**src/rtl/card_pkg.sv**
```systemverilog
// Shared rank types, constants and the 13->1 wrap helper for the card dealer.
package card_pkg;
  typedef logic [3:0] rank_t;

  localparam rank_t RANK_BLANK = 4'd0;
  localparam rank_t RANK_A     = 4'd1;
  localparam rank_t RANK_K     = 4'd13;
  localparam int    NUM_RANKS  = 13;

  typedef enum logic {IDLE, SEARCH} dealer_state_t;

  function automatic rank_t next_rank(input rank_t r);
    return (r == RANK_K) ? RANK_A : rank_t'(r + 4'd1);
  endfunction
endpackage

```
**src/rtl/card_dealer_rank_counter.sv**
```systemverilog
// Free-running rank source cycling A..K; the phase at request time is the pseudo-random pick.
module rank_counter
  import card_pkg::*;
(
  input  logic  clk,
  input  logic  reset,
  output rank_t rank
);
  rank_t rank_q;

  always_ff @(posedge clk) begin
    if (reset) rank_q <= RANK_A;
    else       rank_q <= next_rank(rank_q);
  end

  assign rank = rank_q;
endmodule

```
**src/rtl/card_dealer.sv**
```systemverilog
// Finite-shoe card dealer: picks a start rank from the counter and walks forward past empty ranks.
module card_dealer
  import card_pkg::*;
#(
  parameter int DECKS = 1
) (
  input  logic                              clk,
  input  logic                              reset,
  input  logic                              deal_req,
  input  logic                              shuffle,
  output logic                              ready,
  output logic                              card_valid,
  output logic [3:0]                        card_out,
  output logic [$clog2(52*DECKS+1)-1:0]     cards_left,
  output logic                              shoe_empty
);
  localparam int LW = $clog2(52*DECKS+1);
  localparam int RW = $clog2(4*DECKS+1);
  localparam logic [LW-1:0] LEFT_FULL   = LW'(52*DECKS);
  localparam logic [LW-1:0] LEFT_ONE    = LW'(1);
  localparam logic [RW-1:0] REMAIN_FULL = RW'(4*DECKS);
  localparam logic [RW-1:0] REMAIN_ONE  = RW'(1);

  dealer_state_t   state_q;
  rank_t           cand_q;
  rank_t           card_out_q;
  logic            card_valid_q;
  logic [LW-1:0]   cards_left_q;
  logic [RW-1:0]   remain_q [1:NUM_RANKS];
  rank_t           rank_cnt;

  rank_counter u_rank_counter (
    .clk   (clk),
    .reset (reset),
    .rank  (rank_cnt)
  );

  always_ff @(posedge clk) begin
    card_valid_q <= 1'b0;
    if (reset) begin
      state_q      <= IDLE;
      cand_q       <= RANK_A;
      card_out_q   <= RANK_BLANK;
      cards_left_q <= LEFT_FULL;
      for (int r = 1; r <= NUM_RANKS; r++) remain_q[r] <= REMAIN_FULL;
    end else if (shuffle) begin
      // Reload aborts any search; the last shown card stays on the display.
      state_q      <= IDLE;
      cards_left_q <= LEFT_FULL;
      for (int r = 1; r <= NUM_RANKS; r++) remain_q[r] <= REMAIN_FULL;
    end else begin
      case (state_q)
        IDLE: begin
          if (deal_req) begin
            if (cards_left_q != '0) begin
              cand_q  <= rank_cnt;
              state_q <= SEARCH;
            end else begin
              card_out_q   <= RANK_BLANK;
              card_valid_q <= 1'b1;
            end
          end
        end
        SEARCH: begin
          // A non-empty shoe guarantees this walk hits a stocked rank within 13 steps.
          if (remain_q[cand_q] != '0) begin
            remain_q[cand_q] <= remain_q[cand_q] - REMAIN_ONE;
            cards_left_q     <= cards_left_q - LEFT_ONE;
            card_out_q       <= cand_q;
            card_valid_q     <= 1'b1;
            state_q          <= IDLE;
          end else begin
            cand_q <= next_rank(cand_q);
          end
        end
        default: state_q <= IDLE;
      endcase
    end
  end

  assign ready      = (state_q == IDLE) && !shuffle;
  assign card_valid = card_valid_q;
  assign card_out   = card_out_q;
  assign cards_left = cards_left_q;
  assign shoe_empty = (cards_left_q == '0);
endmodule
```
**config.mk**
```make
export PLATFORM = sky130hd
export DESIGN_NAME = card_dealer
export DESIGN_NICKNAME = d
export VERILOG_FILES = /design/src/rtl/card_pkg.sv /design/src/rtl/card_dealer_rank_counter.sv /design/src/rtl/card_dealer.sv
export SDC_FILE = /design/constraint.sdc
export NUM_CORES = 1
export LEC_CHECK = 0
export ABC_CLOCK_PERIOD_IN_PS = 5200
export CAP_MARGIN = 40
export CORE_MARGIN = 10
export CORE_UTILIZATION = 33
export DETAILED_ROUTE_END_ITERATION = 6
export PLACE_DENSITY = 0.6
export SYNTH_ARGS = -nofsm -noshare
export SYNTH_HDL_FRONTEND = slang
export SYNTH_SLANG_ARGS = --single-unit
```
**constraint.sdc**
```tcl
create_clock -name clk -period 5.2 [get_ports clk]
set_clock_uncertainty 0.15 [all_clocks]
set_input_delay 0.78 -clock clk [delete_from_list [all_inputs] [get_ports clk]]
set_output_delay 0.78 -clock clk [all_outputs]
set_load 0.03 [all_outputs]
```
After elaboration in Yosys (flattened, before gate mapping) --
Memories as Yosys holds them, arrays and structs flattened. A register that Yosys moved wholly into a read port is not among the register bits. Index checks and enable logic that the tools add are counted.
Operators by class: bitwise gates (word level) 15, multipliers 0, shifts and indexed selects 0, $add $sub $neg 4, mux-type cells 44, equal/unequal tests 7, div/mod/pow operators 0, magnitude comparators 0, reductions and logical operators 11
Operators with widths (number):
- two-way mux 3 bit | 14
- two-way mux 4 bit | 10
- two-way mux 1 bit | 16
- one-hot mux 4 bit (2 select lines) | 2
- OR 1 bit | 13
- adder 4 x 1 -> 4 bit, second input constant | 2
- equality test 4 bit, second input constant | 2
- != test 2 bit, second input constant | 4
- AND reduction 4 bit | 2
- zero test 6 bit | 1
- nonzero test 6 bit | 1
- subtractor 6 x 1 -> 6 bit, second input constant | 1
- one-hot mux 1 bit (2 select lines) | 2
- OR reduction 2 bit | 2
- nonzero test 3 bit | 1
- OR reduction 3 bit | 1
- subtractor 3 x 1 -> 3 bit, second input constant | 1
- != test 2 x 1 -> 1 bit, second input constant | 1
- inverter 1 bit | 2
- AND reduction 2 bit | 1
- logical AND 1 bit | 1
- zero test 1 bit | 1
Word-level totals: input port bits 4, bits in writable memories 39, ROM bits 0, logic and storage cells 88, output and inout port bits 13, register bits 20, bits in latches 0, memories 1
Memories:
- remain_q | words 13, bits a word 3, rd ports 1, clocked after Yosys merged registers in 1, wr ports 13, line card_dealer.sv:29 | logic [RW-1:0] remain_q [1:NUM_RANKS];

Longest topological paths before layout --
Gate-level depths: netlist of the first run.
depth after elaboration 8, mapped depth 13, depth with buffers taken out 10

Cells and area by module --
From an unflattened synthesis of the first run, not the netlist that was laid out.
Second synthesis, totals: cell total of the unflattened synthesis 284, area, all modules 3410.8 um^2
By module, submodules not included:
- card_dealer | area an instance 3235.6 um^2, cells each 266, seq. area each 1841.8 um^2, times used 1
- rank_counter | area an instance 175.2 um^2, cells each 18, seq. area each 80.1 um^2, times used 1

Worst setup path after synthesis of the first run --
OpenSTA, ideal clock, no wires.
kind reg2reg, start reg with a tool-made name, end mem remain_q[0][0] in the netlist's numbering, enable pin, buffers on the path 3, path slack 1.717 ns, library setup time 0.374 ns, data arrival time 2.959 ns, required time 4.676 ns, stages on the path, launching flop included 12, period minus slack after synthesis 3.483 ns, cell sequence dfxtp_1 > buf_6 > mux4_2 > mux2i_1 > mux2i_1 > buf_4 > inv_1 > ha_1 > ha_1 > or4b_1 > buf_6 > nor4b_1
RTL lines (line):
- to (decl) | card_dealer.sv:29

==> results by group, run 1 <==
Status
  – Status: completed

Worst setup path
  – Worst-path fanout max: 12
  – WP data required: approximately 5.0 ns
  – Worst Path Class, Setup: reg2reg
  – Critical path startpoint category: register
  – Arrival time worst endpoint: 3.81 ns
  – CP endpoint kind: register

Logic synthesis
  – Synth top cells by count: 48 x edfxtp_1, 42 x nor2_1, 35 x nand2_1
  – Seq/Total Area, Yosys: 0.572
  – Post-synth top area share: 0.429
  – Ys async rst share: 0
  – Netlist Area Pre-Place: around 3400 µm²
  – Flops & latches, synth: 72
  – Post-synthesis cell count: around 290
  – Syn. warnings: 0
  – Post-synth EDFFs: 48
  – Count leader, synth: edfxtp_1
  – Mapped Avg Cell Area: roughly 12 µm²
  – Synth unique cells: 41
  – Predominant post-synthesis flop cell: edfxtp_1
  – Post-synth top area cell: edfxtp_1
  – Top post-synthesis cells by area: edfxtp_1 43%, dfxtp_1 14%, mux4_2 8.0%, nor2_1 4.7%, nand2_1 3.9%
  – Syn nets: 298

Flow run
  – Max cap viols: 0

Place
  – Area post-placement: roughly 3600 µm²
  – Port Buf Inserts: 16
  – Hpwl dp: 4.98 mm
  – Placed cells: 420
  – Gpl congestion: roughly 0.8

Clock network
  – Max Root-Sink Buffers: 2
  – Post-CTS setup buffer count: 0
  – Htree depth: 3
  – Clock transition at path regs: about 0.07 ns
  – CTS tree: built
  – Cts-stage hold buffer count: 0
  – CTS root buffer: clkbuf_8
  – TritonCTS buffer count: 9
  – CTS Sinks: a little over 70
  – Worst skew pair latency: 0.34 ns
  – # resized after CTS: 0

Global routing
  – Initial antenna violation count: 0
  – First-pass GRT wire length: ~11 mm
  – Largest net degree at the start of global routing: 23
  – Congestion Overflow GR: 0
  – Vias in the first global route: about 2200
  – Global Route Usage Sum: 0.100

Route
  – DR WL/cell: about 16 µm
  – Drt via density: roughly 4.9
  – Drt drc: 0
  – DRT iter0 DRCs: 100
  – Initial DRT Pass Iterations: 4
  – Post-DRT Antenna Nets: 0
  – Routed wire length: between 6 and 7 mm
  – Vias post-DR: roughly 2100

Hold path
  – HP Class: reg2reg

Die
  – DIE WIDTH: around 120 µm
  – Core area: around 9900 µm²
  – # IOs: 17
  – Row cnt: 36
  – Starting density of the core: 0.341
  – Die H: approximately 120 µm
  – DIE AREA: 14600 µm²

Timing
  – Setup TNS: 0 ns
  – Unrepaired setup endpoints after global routing: false
  – Crit share post-route: 0.768
  – Slew HR: 0.478
  – Fin crit period: between 3 and 4 ns
  – Fmax: approximately 250 MHz
  – Slew Limit Fails: 0
  – Final hold vios: 0
  – # setup viols final: 0
  – Worst-margin pin slew: a little under 0.8 ns

Power
  – Max rail drop VDD: ~0.16 mV
  – Leakage Power: 0.00128 µW
  – Power Density: 305 nW/µm²

Final layout
  – Fin area: between 3000 and 4000 µm²
  – # nets final: 308
  – Fraction of layout cells with a size suffix above 1: 0.123
  – Ant. Diodes: 0
  – Non-Filler Instances: roughly 440
  – Final Util: 0.383
  – Syn-to-layout area delta: 12.5%
## stage by stage
step / total power (µW) / setup WS [ns] / hold slack, ns
CTS: 1170 / 1.14 / 0.317
global placement: 765 / 1.25 / 0.295
floorplan: 732 / 1.72 / 0.265
finish: 1150 / 1.21 / 0.310
global route: 1200 / 0.898 / 0.347
detailed placement: 766 / 1.18 / 0.301
## path summary, 6_finish.rpt
check / start / endpoint / slack [ns] / cells past startpoint
min reg2reg: u_rank_counter.rank[0]$_SDFF_PP1_ / u_rank_counter.rank[0]$_SDFF_PP1_ / 0.31 / 1
max: register / remain_q[0][1]$_DFFE_PP_ / 1.21 / 8
max reg2reg: register / remain_q[0][1]$_DFFE_PP_ / 1.21 / 8
min: u_rank_counter.rank[0]$_SDFF_PP1_ / u_rank_counter.rank[0]$_SDFF_PP1_ / 0.31 / 1
## placed cells by master, fill, tap and decap left out, types with 2 or more instances in the layout
master	instances
a311o_1	2
nor3_1	6
nor2b_1	5
nand4_1	2
nor4_1	3
nand2_1	35
nor3_4	3
o21ai_0	5
dfxtp_1	24
or3_1	2
mux4_2	12
xnor2_1	4
ha_1	6
a31oi_1	2
a21oi_1	7
mux2i_1	10
mux2_2	2
clkinv_2	3
inv_1	11
nand2b_1	5
a211o_1	2
nand3b_1	2
clkbuf_8	9
a22oi_1	4
nand3_1	13
nor2_1	42
buf_4	3
clkdlybuf4s50_1	16
edfxtp_1	48
## kinds of logic (layout without fill, tap and decap cells)
kind of cell | Yosys count | after routing | synth area share
compound gates | 24 | 24 | 0.0465
mux | 24 | 24 | 0.117
simple gates | 127 | 127 | 0.188
xor+xnor | 4 | 4 | 0.0104
flops | 72 | 72 | 0.572
fa+ha+maj | 6 | 6 | 0.0223
buf+inv | 31 | 45 | 0.0436
## registers in the layout, indices dropped and copies added, names as in the netlist, named ones only
signal / count
remain_q: 48
cards_left: 6
cand_q: 4
card_out: 4
u_rank_counter.rank: 4
card_valid: 1
state_q: 1
## critical path, stage by stage (launching register included)
cell	delay (ns)
dfxtp_1	0.81
mux4_2	0.35
mux2i_1	0.09
mux2i_1	0.19
inv_1	0.11
ha_1	0.21
ha_1	0.26
or4b_1	0.74
nor4b_1	0.72
## per-layer routing
metal	vias to the layer above	global-route usage	wire, µm
met3	6	0.0372	361
met2	45	0.159	3350
met4	0	0.0332	55
met1	1020	0.123	3120
li1	1048	-	-
met5	-	0	0
## power by group
part / total, µW / switching [µW] / internal [µW]
clock: 403 / 188 / 215
combinational: 105 / 66.2 / 39.0
sequential: 647 / 19.4 / 627
total: 1150 / 274 / 881
## cell type report
cell class	instances	area [µm²]
clock buffer	10	128
clock inverter	5	48.8
inverter	11	41.3
sequential	72	1920
fill	945	6080
tap	133	166
timing repair buffer	19	183
multi-input combinational	185	1290
No activity file was read; power rests on OpenSTA's default activity.
==> run 2, diff against run 1 <==
--- a/config.mk
+++ b/config.mk
@@ -5,7 +5,7 @@
 export SDC_FILE = /design/constraint.sdc
 export NUM_CORES = 1
 export LEC_CHECK = 0
-export ABC_CLOCK_PERIOD_IN_PS = 5200
+export ABC_CLOCK_PERIOD_IN_PS = 3840
 export CAP_MARGIN = 40
 export CORE_MARGIN = 10
 export CORE_UTILIZATION = 33
==> constraint.sdc (replaced) <==
create_clock -name clk -period 3.84 [get_ports clk]
set_clock_uncertainty 0.15 [all_clocks]
set_input_delay 0.576 -clock clk [delete_from_list [all_inputs] [get_ports clk]]
set_output_delay 0.576 -clock clk [all_outputs]
set_load 0.03 [all_outputs]
==> run 2 against run 1 <==
Compared with the run above: sequential cell count did not move; design area rose by 1.0%; highest routed layer unchanged; hold slack improved by 0.014 ns; critical endpoint is now remain_q[3][0]$_SDFFCE_PN0P_; worst setup slack got worse by 0.92 ns; combinational power rose by 41%; critical path depth rose by 3; largest power group unchanged; largest cell class unchanged; utilization rose by 0.39 points.
==> results by group, run 2 (synthesis gave the netlist of run 1 again) <==
Status
  – Status: completed (unchanged)

Die
  – Die H: 121 µm (unchanged)
  – Starting density of the core: 0.341 (unchanged)
  – DIE WIDTH: 121 µm (unchanged)
  – Row cnt: 36 (unchanged)
  – # IOs: 17 (unchanged)
  – Core area: 9860 µm² (unchanged)
  – DIE AREA: 14600 µm² (unchanged)

Final layout
  – Syn-to-layout area delta: 13.7% (was 12.5%)
  – Non-Filler Instances: 441 (was 435)
  – Commonest cells after routing, fill and taps aside: 48 x edfxtp_1, 42 x nor2_1, 35 x nand2_1, 24 x dfxtp_1, 16 x clkdlybuf4s50_1 (unchanged)
  – Register with the highest flop count: remain_q (unchanged)
  – # nets final: 313 (was 308)
  – Commonest non-fill, non-tap cell in the layout: edfxtp_1 (unchanged)
  – Fraction of layout cells with a size suffix above 1: 0.130 (was 0.123)
  – Ant. Diodes: 0 (unchanged)
  – Number of flip-flops in the largest register: 48 (unchanged)

Clock network
  – CTS Sinks: 72 (unchanged)
  – Clock transition at path regs: 0.07 ns (about the same)
  – Post-CTS setup buffer count: 0 (unchanged)
  – Htree depth: 3 (unchanged)
  – CTS tree: built (unchanged)
  – Worst skew pair latency: 0.34 ns (about the same)
  – # resized after CTS: 0 (unchanged)
  – CTS root buffer: clkbuf_8 (unchanged)
  – Cts-stage hold buffer count: 0 (unchanged)
  – TritonCTS buffer count: 9 (unchanged)
  – Max Root-Sink Buffers: 2 (unchanged)

Route
  – Drt drc: 0 (unchanged)
  – Drt via density: 4.92 (was 4.87)
  – DR WL met2: 3.35 mm (about the same)
  – Initial DRT Pass Iterations: 4 (unchanged)
  – DRT iter0 DRCs: 163 (was 100)
  – Vias post-DR: 2171 (was 2119)
  – Metal3 WL: 343 µm (was 361 µm)
  – DR WL/cell: 15.9 µm (was 15.8 µm)
  – Post-DRT Antenna Nets: 0 (unchanged)
  – Routed wire length: 7.01 mm (was 6.89 mm)
  – M1 wire length: 3.27 mm (was 3.12 mm)
  – Top Layer Used: met4 (unchanged)

Power
  – Leakage Power: 0.00131 µW (was 0.00128 µW)
  – Power Density: 413 nW/µm² (was 305 nW/µm²)
  – Max rail drop VDD: 0.189 mV (was 0.161 mV)

Timing
  – Fmax: 281 MHz (was 250 MHz)
  – Slew Limit Fails: 0 (unchanged)
  – Crit share post-route: 0.926 (was 0.768)
  – Slew HR: 0.533 (was 0.478)
  – # setup viols final: 0 (unchanged)
  – Final hold vios: 0 (unchanged)
  – Setup TNS: 0 ns (unchanged)
  – Unrepaired setup endpoints after global routing: false (unchanged)
  – Worst-margin pin slew: 0.699 ns (was 0.773 ns)
  – Fin crit period: 3.56 ns (was 3.99 ns)

Place
  – Port Buf Inserts: 16 (unchanged)
  – Hpwl dp: 5.00 mm (was 4.98 mm)
  – Placed cells: 425 (was 420)
  – Gpl congestion: 0.801 (was 0.807)

Worst setup path
  – Worst Path Class, Setup: reg2reg (unchanged)
  – WP data required: 3.73 ns (was 5.02 ns)
  – Arrival time worst endpoint: 3.45 ns (was 3.81 ns)
  – Critical path startpoint category: register (unchanged)
  – Worst-path fanout max: 12 (unchanged)
  – CP endpoint kind: register (unchanged)

Global routing
  – Largest net degree at the start of global routing: 22 (was 23)
  – Initial antenna violation count: 0 (unchanged)
  – Vias in the first global route: 2105 (was 2198)
  – Global Route Usage Sum: 0.101 (was 0.100)
  – First-pass GRT wire length: 11.5 mm (about the same)
  – Congestion Overflow GR: 0 (unchanged)

Hold path
  – Min-delay src: u_rank_counter.rank[0]$_SDFF_PP1_ (unchanged)
  – HP Class: reg2reg (unchanged)

Flow run
  – Max cap viols: 0 (unchanged)
==> run 2: cell types whose count changed in the layout (fill, tap and decap cells not counted) <==
cell | before | now
buf_4 | 3 | 8
clkinv_1 | 1 | 4
clkinv_2 | 3 | 1
==> run 2: final cells by class <==
class                           instances  area (µm²)
Clock buffer                           10         128
Clock inverter                          6        50.0
Fill cell                             943        6040
Inverter                               11        41.3
Multi-Input combinational cell        185        1290
Sequential cell                        72        1920
Tap cell                              133         166
Timing Repair Buffer                   24         220
==> run 2: metal layers <==
| layer | track usage | vias up |
|---|---|---|
| li1 | - | 1062 |
| met1 | 0.132 | 1058 |
| met2 | 0.151 | 47 |
| met3 | 0.0354 | 4 |
| met4 | 0.0324 | 0 |
| met5 | 0 | - |
==> run 2: worst max-delay path, stage by stage, from the launching register on <==
cell and delay, ns:
dfxtp_1 0.30, buf_4 0.20, mux4_2 0.35, mux2i_1 0.07, mux2i_1 0.18, inv_1 0.11, ha_1 0.21, ha_1 0.25
or4b_1 0.73, nor3_4 0.38, nand2_1 0.15, nand2_1 0.18
==> run 2: path summary, 6_finish.rpt <==
kind | endpoint | slack, ns | depth (start not counted)
max reg2reg | remain_q[3][0]$_SDFFCE_PN0P_ | 0.28 | 11
min reg2reg | u_rank_counter.rank[0]$_SDFF_PP1_ | 0.32 | 1
max | remain_q[3][0]$_SDFFCE_PN0P_ | 0.28 | 11
min | u_rank_counter.rank[0]$_SDFF_PP1_ | 0.32 | 1
==> run 2: power by group <==
group	switching [µW]	internal (µW)
Sequential	23.7	850
Clock	264	291
Combinational	93.4	54.4
==> run 2: per-stage QoR <==
| stage | utilization | setup WS, ns | total power [µW] | hold slack (ns) | cell area [µm²] |
|---|---|---|---|---|---|
| after floorplan | - | 0.357 | 992 | 0.265 | 3360 |
| after global placement | 0.369 | 0.272 | 1040 | 0.294 | 3640 |
| after detailed placement | 0.369 | 0.282 | 1040 | 0.303 | 3640 |
| after CTS | 0.387 | 0.271 | 1590 | 0.317 | 3820 |
| after global routing | 0.387 | 0.0357 | 1640 | 0.334 | 3820 |
| final | 0.387 | 0.284 | 1580 | 0.324 | 3820 |
